[config.mk]
export PLATFORM = sky130hd
export DESIGN_NAME = gpio_slave
export DESIGN_NICKNAME = d
export VERILOG_FILES = /design/src/rtl/gpio_slave.sv
export SDC_FILE = /design/constraint.sdc
export NUM_CORES = 1
export LEC_CHECK = 0
export CAP_MARGIN = 0
export CORE_AREA = 2 2 110 112
export CTS_CLUSTER_SIZE = 24
export DETAILED_ROUTE_END_ITERATION = 8
export DIE_AREA = 0 0 112 114
export PLACE_DENSITY = 0.78
export SLEW_MARGIN = 20
export SYNTH_ARGS = -nofsm -noshare
export SYNTH_HDL_FRONTEND = slang
export SYNTH_SLANG_ARGS = --single-unit
[constraint.sdc]
create_clock -name clk -period 1.6 [get_ports clk]
set_input_delay 0.24 -clock clk [delete_from_list [all_inputs] [get_ports clk]]
set_output_delay 0.24 -clock clk [all_outputs]
set_load 0.03 [all_outputs]
[src/rtl/gpio_slave.sv]
// GPIO bus slave: direction/output registers, synchronized pin inputs,
// per-pin edge interrupts with write-1-to-clear pending bits, and an
// interrupt request to the core. Reads are combinational; writes commit
// on the rising clock edge.

`ifndef MEM_ADDR_BUS
`define MEM_ADDR_BUS 31:0
`endif
`ifndef MEM_BUS
`define MEM_BUS 31:0
`endif

module gpio_slave #(
    parameter int GPIO_NUM = 16
) (
    input  logic                clk,
    input  logic                rst,
    input  logic [`MEM_ADDR_BUS] addr_i,
    input  logic                we_i,
    input  logic [`MEM_BUS]     data_i,
    output logic [`MEM_BUS]     data_o,
    input  logic [GPIO_NUM-1:0] io_in,
    output logic [GPIO_NUM-1:0] io_out,
    output logic [GPIO_NUM-1:0] io_oe,
    output logic                irq_o
);

    // Register selected by addr_i[4:2].
    typedef enum logic [2:0] {
        REG_DIR  = 3'd0,
        REG_DOUT = 3'd1,
        REG_DIN  = 3'd2,
        REG_IE   = 3'd3,
        REG_IP   = 3'd4,
        REG_EDGE = 3'd5,
        REG_RSV6 = 3'd6,
        REG_RSV7 = 3'd7
    } reg_sel_e;

    reg_sel_e sel;

    // Architectural registers.
    logic [GPIO_NUM-1:0] dir_q,  dir_d;
    logic [GPIO_NUM-1:0] dout_q, dout_d;
    logic [GPIO_NUM-1:0] ie_q,   ie_d;
    logic [GPIO_NUM-1:0] ip_q,   ip_d;
    logic [GPIO_NUM-1:0] edge_q, edge_d;

    // Input synchronizer and edge history.
    logic [GPIO_NUM-1:0] s1_q,   s1_d;
    logic [GPIO_NUM-1:0] s2_q,   s2_d;
    logic [GPIO_NUM-1:0] prev_q, prev_d;

    // Arming counter: edge detection stays off until it saturates at 3.
    logic [1:0] arm_q, arm_d;
    logic       armed;

    logic [GPIO_NUM-1:0] wdata;
    logic [GPIO_NUM-1:0] rise;
    logic [GPIO_NUM-1:0] fall;
    logic [GPIO_NUM-1:0] evt;
    logic [GPIO_NUM-1:0] ip_clr;
    logic [`MEM_BUS]     rdata;

    // Address bits outside [4:2] and data bits above GPIO_NUM are ignored.
    logic unused_bits;
    assign unused_bits = ^{addr_i[$high(addr_i):5], addr_i[1:0], data_i};

    assign sel   = reg_sel_e'(addr_i[4:2]);
    assign wdata = data_i[GPIO_NUM-1:0];
    assign armed = (arm_q == 2'd3);

    // Per-pin edge detection and pending-bit bookkeeping.
    always_comb begin
        rise   = s2_q & ~prev_q;
        fall   = ~s2_q & prev_q;
        // EDGE bit 1 selects the falling transition, 0 the rising one.
        evt    = armed ? ((edge_q & fall) | (~edge_q & rise)) : '0;
        ip_clr = (we_i && sel == REG_IP) ? wdata : '0;
        // A new event on a bit being cleared in the same cycle wins.
        ip_d   = (ip_q & ~ip_clr) | evt;
    end

    // Next-state for bus-writable registers, synchronizer and arming counter.
    always_comb begin
        // NOTE: every combinational output gets a default first so no path
        // leaves it unassigned, which would otherwise infer a latch.
        dir_d  = dir_q;
        dout_d = dout_q;
        ie_d   = ie_q;
        edge_d = edge_q;
        if (we_i) begin
            case (sel)
                REG_DIR:  dir_d  = wdata;
                REG_DOUT: dout_d = wdata;
                REG_IE:   ie_d   = wdata;
                REG_EDGE: edge_d = wdata;
                default:  ;
            endcase
        end
        s1_d   = io_in;
        s2_d   = s1_q;
        prev_d = s2_q;
        arm_d  = armed ? arm_q : arm_q + 2'd1;
    end

    // State update with synchronous active-high reset.
    always_ff @(posedge clk) begin
        // NOTE: sequential state uses non-blocking assignments so every
        // register samples the pre-edge value of every other register.
        if (rst) begin
            dir_q  <= '0;
            dout_q <= '0;
            ie_q   <= '0;
            ip_q   <= '0;
            edge_q <= '0;
            s1_q   <= '0;
            s2_q   <= '0;
            prev_q <= '0;
            arm_q  <= '0;
        end else begin
            dir_q  <= dir_d;
            dout_q <= dout_d;
            ie_q   <= ie_d;
            ip_q   <= ip_d;
            edge_q <= edge_d;
            s1_q   <= s1_d;
            s2_q   <= s2_d;
            prev_q <= prev_d;
            arm_q  <= arm_d;
        end
    end

    // Combinational read mux; bits above GPIO_NUM read as zero.
    always_comb begin
        rdata = '0;
        case (sel)
            REG_DIR:  rdata[GPIO_NUM-1:0] = dir_q;
            REG_DOUT: rdata[GPIO_NUM-1:0] = dout_q;
            REG_DIN:  rdata[GPIO_NUM-1:0] = s2_q;
            REG_IE:   rdata[GPIO_NUM-1:0] = ie_q;
            REG_IP:   rdata[GPIO_NUM-1:0] = ip_q;
            REG_EDGE: rdata[GPIO_NUM-1:0] = edge_q;
            default:  rdata = '0;
        endcase
    end

    assign data_o = rdata;
    assign io_out = dout_q;
    assign io_oe  = dir_q;
    assign irq_o  = |(ip_q & ie_q);

endmodule

* After elaboration in Yosys (flattened, before gate mapping)
Index checks and enable logic that the tools add are counted.
** Storage, ports and cells
- Bits in registers :: 130
- Input bits :: 83
** Cells by class
- Add/sub/neg operators :: 1
- Equality and inequality tests :: 6
- Reductions and logical operators :: 7
- Multiplexer cells :: 3
- Bitwise operators :: 12
** Operator list (count)
- AND 16 bit :: 6
- case mux 16 bit (6 select lines) :: 1
- inverter 16 bit :: 4
- two-way mux 16 bit :: 2
- OR 16 bit :: 2
- OR reduction 16 bit :: 1
- AND reduction 2 bit :: 4
- == test 3 x 2 -> 1 bit, second input constant :: 2
- == test 3 bit, second input constant :: 2
- == test 3 x 1 -> 1 bit, second input constant :: 1
- logical NOT 3 bit :: 1
- adder 2 x 1 -> 2 bit, second input constant :: 1
- == test 2 bit, second input constant :: 1
- logical AND 1 bit :: 1

* Longest topological paths before layout
Gate-level depths: netlist (run 1).
- Depth after elaboration :: 6
- Depth in mapped cells :: 6

* Worst setup path after synthesis (run 1)
Ideal clock, no wire load.
- Path type :: input to output
- From :: in addr_i[4]
- To :: out data_o[12]
- Stages on the path :: 6
- Setup slack :: 56 ps
- Arrival :: 1304 ps
- Data required time :: 1360 ps
- Path buffers :: 3
- Cells stage by stage :: buf_4 -> and3b_1 -> buf_2 -> buf_6 -> a22oi_1 -> nand3_1
** Between the ends
- Longest elaborated chain between the ends :: 2
- Elaborated cells between the ends (all ways) :: 7
** RTL lines
- from (decl) :: RTL line 18 : input logic [`MEM_ADDR_BUS] addr_i,
- == test 3 bit (tied with other cells) :: RTL line 137 : case (sel)
- case mux 16 bit (6 select lines) (*) :: RTL line 137
- to (decl) :: RTL line 21 : output logic [`MEM_BUS] data_o,
Every way passes the cells marked *; elsewhere a longest branch is shown, timed or not.

* Final worst setup path (run 1)
- From :: reg ie_q[0]
- To :: out irq_o
** Between the ends
- Longest elaborated chain between the ends :: 2
** RTL lines
- from (decl) :: RTL line 45 : logic [GPIO_NUM-1:0] ie_q, ie_d;
- from (signal assigned) :: RTL line 124 : ie_q <= ie_d;
- AND 16 bit :: RTL line 151 : assign irq_o = |(ip_q & ie_q);
- OR reduction 16 bit :: RTL line 151
- to (decl) :: RTL line 25 : output logic irq_o
No other way between the ends.

==> results.yml, run 1 <==
final_layout:
  fin_util_pct: 64.89
  final_cell_mix: "150 x nand2_1, 128 x dfxtp_1, 54 x a21oi_1"
  drive_gt1_share_pct: 24.25
  layout_commonest_cell: "nand2_1"
  syn_to_final_growth_pct: 39.83
  final_nets: 809
  diodes: 0
synth:
  synthFlopType: "dfxtp_1"
  synth_top_area_share_pct: 47.88
  synth_cell_types: 36
  ys_ff_latch: 130
  syn_area_sq_mm: 0.005435
  yosysWarnings: 0
  syn_inst: 605
  synthTopCellsByArea: "dfxtp_1 48%, nand2_1 10%, a22oi_1 6.6%"
  avgSynthCellArea_sq_um: 8.984
  async_reset_ff_share_pct: 0
  synth_edf_count: 0
  seq_area_frac_synth_pct: 47.88
  synth.largest_area_cell: "dfxtp_1"
detailed_routing:
  drcViolationCount: 2
  viasPerCell: 5.734
  highest_layer: "met4"
  first_iter_violations: 521
  wirelength_microns: 16320
  wl_met2_microns: 7749
  via_count: 5075
  ant_nets: 0
  wl_met3_microns: 1474
  dr.pass1.iters: 9
  wl_met1_microns: 6592
  drt-wirelength-per-cell_microns: 18.44
cts:
  cts_tree: "done"
  hold_buffers: 0
  worstSkewPairLatency_ns: 0.42
  h-tree-depth: 4
  numCtsBuffers: 17
  cts_sinks: 130
  cts.reportedPaths.clkPinSlew_ns: 0.05
  cts_max_path_buffers: 2
  clock-root-buffer: "clkbuf_16"
timing:
  slew_violations: 0
  period_minus_slack_ns: 1.974
  skew_ns: 0.005314
  max_freq_mhz: 506.7
  finalHoldViolCount: 0
  tns_ns: -0.3735
  finalSetupViolCount: 1
  rsz0062_at_grt: "true"
  timing.final.crit_share_pct: 123.3
  final.setup.worst_slack_ns: -0.3735
placement:
  io_buffers: 86
  hpwl_microns: 10420
  gp_congestion: 0.9245
power:
  seq_power_share_pct: 40.5
  power_switching_w: 0.001892
  sw_frac_of_total_pct: 22.38
  p_int_w: 0.006564
  clkPwrFrac_pct: 50.3
  power_density_mw_per_mm2: 1113
  power_w: 0.008456
  pwr-share-comb_pct: 9.3
  ir_worst_vdd_v: 0.0007687
  p_leak_nw: 2.993
outcome:
  violations: "design-rule violations, negative setup slack"
  status: "complete, but fails checks"
global_routing:
  overflow: 0
  grt_pass1_wl_microns: 26280
  grt_pass1_vias: 5055
  grtUsageTotal_pct: 26.42
  antenna_found_initial: 0
  grt_max_degree: 92
setup_path:
  arrival_ns: 1.73
  cp-end-kind: "output pin"
  start_kind: "flip-flop"
  crit_chain: "a22o_1, a221oi_2, buf_4, nand4_1, buf_6"
  cp_max_fo: 2
  critPathSlowestCell: "dfxtp_2"
  max_stage_delay_ns: 0.32
  worstPathRequired_ns: 1.36
  crit_type: "flip-flop to output pin"
floorplan:
  core_area_sq_mm: 0.01171
  initial_core_util_pct: 46.41
  die_w_microns: 112
  dieHeight_microns: 114
  ios: 148
  die-area_sq_mm: 0.01277
  row_count: 40
run:
  maxCapViolations: 0
hold_path:
  hold_class: "input pin to flip-flop"
## state kept, by name, summed over array words and instances (netlist names)
register / count
edge_q: 16
prev_q: 16
prev_d: 16
io_out: 16
ie_q: 16
io_oe: 16
s1_q: 16
arm_q: 2
ip_q: 16
## worst paths after layout
check                               from         to  slack, ns  cells past startpoint
worst max-delay path             ie_q[0]      irq_o      -0.37                      5
worst min-delay path                 rst  io_oe[10]       0.32                      3
worst min register to register   s1_q[7]  prev_d[7]       0.43                      1
worst max register to register  arm_q[0]    ip_q[6]       0.33                      4
## per-stage QoR
step,instances,area (sq um),worst slack (ns),hold slack [ns]
global placement,841,6561,-0.5100,0.4176
CTS,884,7571,-0.3548,0.3065
finish,885,7600,-0.3735,0.3223
floorplan,620,5492,0.05573,0.3682
global route,885,7600,-0.3916,0.3317
detailed placement,841,6561,-0.5440,0.4204
## layer usage
metal | vias to the layer above | track usage (%)
met5 | - | 0
met4 | 0 | 11.87
met3 | 59 | 7.279
met2 | 313 | 42.99
met1 | 2394 | 32.98
li1 | 2309 | -
## Yosys cell counts, types with 2 or more instances
cell	instances
a21oi_1	54
a21oi_2	10
a221oi_1	4
a22o_1	4
a22oi_1	48
a32o_1	16
and4b_1	2
and4bb_1	2
buf_1	3
buf_2	10
buf_4	24
buf_6	9
clkbuf_1	12
dfxtp_1	130
nand2_1	150
nand2_2	10
nand2b_1	16
nand3_1	16
nand4b_2	2
nor2_1	2
nor2b_1	49
nor3b_4	3
o22ai_1	16
## layout make-up
class,count,area [sq um]
flip-flops and latches,130,2605
clock buffers,22,474.2
multi-input cells,430,2673
repair buffers,145,1481
inverters,1,3.754
well taps,147,183.9
clock inverters,10,178.9
fillers,945,4111
## kinds of logic (layout without fill, tap and decap cells)
family / count (synthesis) / count (layout) / synth area share [%]
xor gates and xnor gates: 1 / 1 / 0.1612
and+or+nand+nor: 259 / 259 / 24.61
adders and majority gates: 1 / 1 / 0.2302
buffers and inverters: 60 / 178 / 7.574
DFF: 130 / 130 / 47.88
muxes: 1 / 1 / 0.1842
other: 1 / 16 / 0.06899
AOI/OAI and AO/OA: 152 / 152 / 19.29
## repair_timing
item                                    CTS  global route
cloned                                    2             0
setup buffers                             9             3
pin swaps                                24             6
resized for setup                       115            11
endpoints found under the setup margin   50            17
## power groups by stage
stage | clock network, W | logic (W) | registers, W
finish | 0.00425 | 0.000783 | 0.00342
global route | 0.00445 | 0.000836 | 0.00343
CTS | 0.00429 | 0.000768 | 0.00342
detailed placement | 0 | 0.000715 | 0.00348
global placement | 0 | 0.000699 | 0.00348
floorplan | 0 | 0.000402 | 0.00349
## worst max-delay path, delay by kind of cell (launching register included)
kind,cells,cell delay [ns]
flip-flops,1,0.32
AO/OA/AOI/OAI,2,0.48
AND/OR/NAND/NOR,1,0.15
buffers and inverters,2,0.36
(Power assumes the default switching activity.)
==> inputs of run 2 (changes only) <==
Settings changed: CELL_PAD_IN_SITES_DETAIL_PLACEMENT from default to 2, CELL_PAD_IN_SITES_GLOBAL_PLACEMENT from default to 2, CORE_AREA 2 2 110 112 to 2 2 143 145, DIE_AREA 0 0 112 114 to 0 0 145 147, PLACE_DENSITY 0.78 to default, PLACE_DENSITY_LB_ADDON from default to 0.1.
==> run 2 against run 1 <==
  * The flow finishes with violations (negative setup slack)
  * Critical path depth unchanged
  * Total power down 3.1%
  * Sequential power about the same
==> results.yml, run 2 (synthesized netlist as in run 1, its figures left out) <==
power:
  seq_power_share_pct: 41.8
  sw_frac_of_total_pct: 25.58
  ir_worst_vdd_v: 0.0007077
  p_int_w: 0.006098
  pwr-share-comb_pct: 10.6
  power_switching_w: 0.002096
  p_leak_nw: 3.075
  clkPwrFrac_pct: 47.6
  power_w: 0.008194
  power_density_mw_per_mm2: 1021
detailed_routing:
  dr.pass1.iters: 4
  ant_nets: 0
  drt-wirelength-per-cell_microns: 21.65
  wirelength_microns: 21910
  first_iter_violations: 232
  via_count: 4974
  viasPerCell: 4.915
  drcViolationCount: 0
setup_path:
  regToRegEndpoint: "ip_q[11]"
  r2r_start: "arm_q[0]"
  r2r_slack_ns: 0.32
  reg2reg_depth: 4
  crit_type: "flip-flop to output pin"
  start_kind: "flip-flop"
  cp_max_fo: 2
  cp-end-kind: "output pin"
  worstPathRequired_ns: 1.36
  arrival_ns: 1.78
floorplan:
  die_w_microns: 145
  core_area_sq_mm: 0.01984
  die-area_sq_mm: 0.02132
  dieHeight_microns: 147
  row_count: 52
  initial_core_util_pct: 27.39
  ios: 148
hold_path:
  min_to: "s1_q[5]"
  hold_depth: 2
  min_from: "rst"
  hold_class: "input pin to flip-flop"
final_layout:
  drive_gt1_share_pct: 27.63
  final_nets: 813
  final_cell_mix: "150 x nand2_1, 128 x dfxtp_1, 54 x a21oi_1"
  design_area_sq_mm: 0.008029
  syn_to_final_growth_pct: 47.72
  diodes: 0
  layout_commonest_cell: "nand2_1"
cts:
  h-tree-depth: 4
  cts.reportedPaths.clkPinSlew_ns: 0.06
  cts_sinks: 130
  numCtsBuffers: 17
  cts_tree: "done"
  worstSkewPairLatency_ns: 0.42
  clock-root-buffer: "clkbuf_16"
  cts_max_path_buffers: 2
run:
  maxCapViolations: 0
timing:
  final.setup.worst_slack_ns: -0.4177
  timing.final.crit_share_pct: 126.1
  finalSetupViolCount: 4
  slew_headroom_pct: 49.47
  skew_ns: 0.006844
  slew_violations: 0
  tightest_slew_ns: 0.7571
  rsz0062_at_grt: "true"
  period_minus_slack_ns: 2.018
  tns_ns: -0.4279
  max_freq_mhz: 495.6
  finalHoldViolCount: 0
global_routing:
  grt_max_degree: 47
  overflow: 0
  antenna_found_initial: 1
  grt_pass1_vias: 5552
  grtUsageTotal_pct: 20.75
  grt_pass1_wl_microns: 33400
placement:
  postPlaceCellArea_sq_mm: 0.006930
  gp_congestion: 0.7569
  hpwl_microns: 13940
  io_buffers: 86
outcome:
  violations: "negative setup slack"
  status: "complete, but fails checks"
run 2: cell types whose count changed in the layout (fill, tap and decap cells not counted), sizes merged:
| cell | before | now |
|---|---|---|
| clkinvlp | 0 | 4 |
| clkinv | 5 | 4 |
| clkbuf | 22 | 23 |
| bufinv | 5 | 2 |
| inv | 1 | 3 |
| buf | 80 | 81 |
run 2: repair_timing:
action / in CTS / in global routing
cloned: 2 / 3
hold buffers: 0 / 0
gates resized for setup: 96 / 37
pin swaps: 14 / 31
buffers inserted: 2 / 2
endpoints found under the setup margin: 68 / 17
run 2: layout make-up:
class / instances / area, sq um
tap: 270 / 337.8
clock inverter: 12 / 131.4
multi-input combinational: 430 / 2783
timing repair buffer: 149 / 1712
fill: 2140 / 11820
inverter: 1 / 3.754
clock buffer: 20 / 456.7
sequential: 130 / 2605
run 2: layer usage:
layer | up-vias | routed length, microns | GRT usage (%)
met5 | - | 0 | 0
met4 | 0 | 296 | 5.743
met3 | 23 | 865 | 4.845
met2 | 102 | 10820 | 35.64
met1 | 2522 | 9923 | 26.17
li1 | 2327 | - | -
run 2: worst max path at each step:
stage / startpoint / to / slack [ns] / depth (start not counted)
2_1_floorplan: addr_i[4] / data_o[12] / 0.06 / 6
3_3_place_gp: addr_i[3] / data_o[10] / -0.53 / 5
3_5_place_dp: addr_i[3] / data_o[7] / -0.61 / 5
4_1_cts: ie_q[0] / irq_o / -0.44 / 5
5_1_grt: ie_q[0] / irq_o / -0.46 / 5
6_report: ie_q[0] / irq_o / -0.42 / 5
run 2: critical path: stages, from the launching register on:
cell and delay, ns:
dfxtp_2 0.32, a22o_1 0.25, a221oi_2 0.27, buf_4 0.17, nand4_1 0.15, buf_6 0.20
run 2: power by group through the flow:
stage | clock (W) | sequential [W] | combinational [W]
2_1_floorplan | 0 | 0.00349 | 0.000402
3_3_place_gp | 0 | 0.00348 | 0.000771
3_5_place_dp | 0 | 0.00349 | 0.000791
4_1_cts | 0.00399 | 0.00342 | 0.000829
5_1_grt | 0.00415 | 0.00343 | 0.000930
6_report | 0.00390 | 0.00342 | 0.000868
run 2: metrics by stage:
stage               utilization, %  hold slack [ns]  std cells  setup slack, ns
floorplan                        -           0.3682        620          0.05573
global placement             34.92           0.4156        971          -0.5278
detailed placement           34.92           0.4285        971          -0.6136
CTS                          39.16           0.1237       1007          -0.4440
global route                 40.46           0.1276       1012          -0.4593
finish                       40.46           0.1357       1012          -0.4177
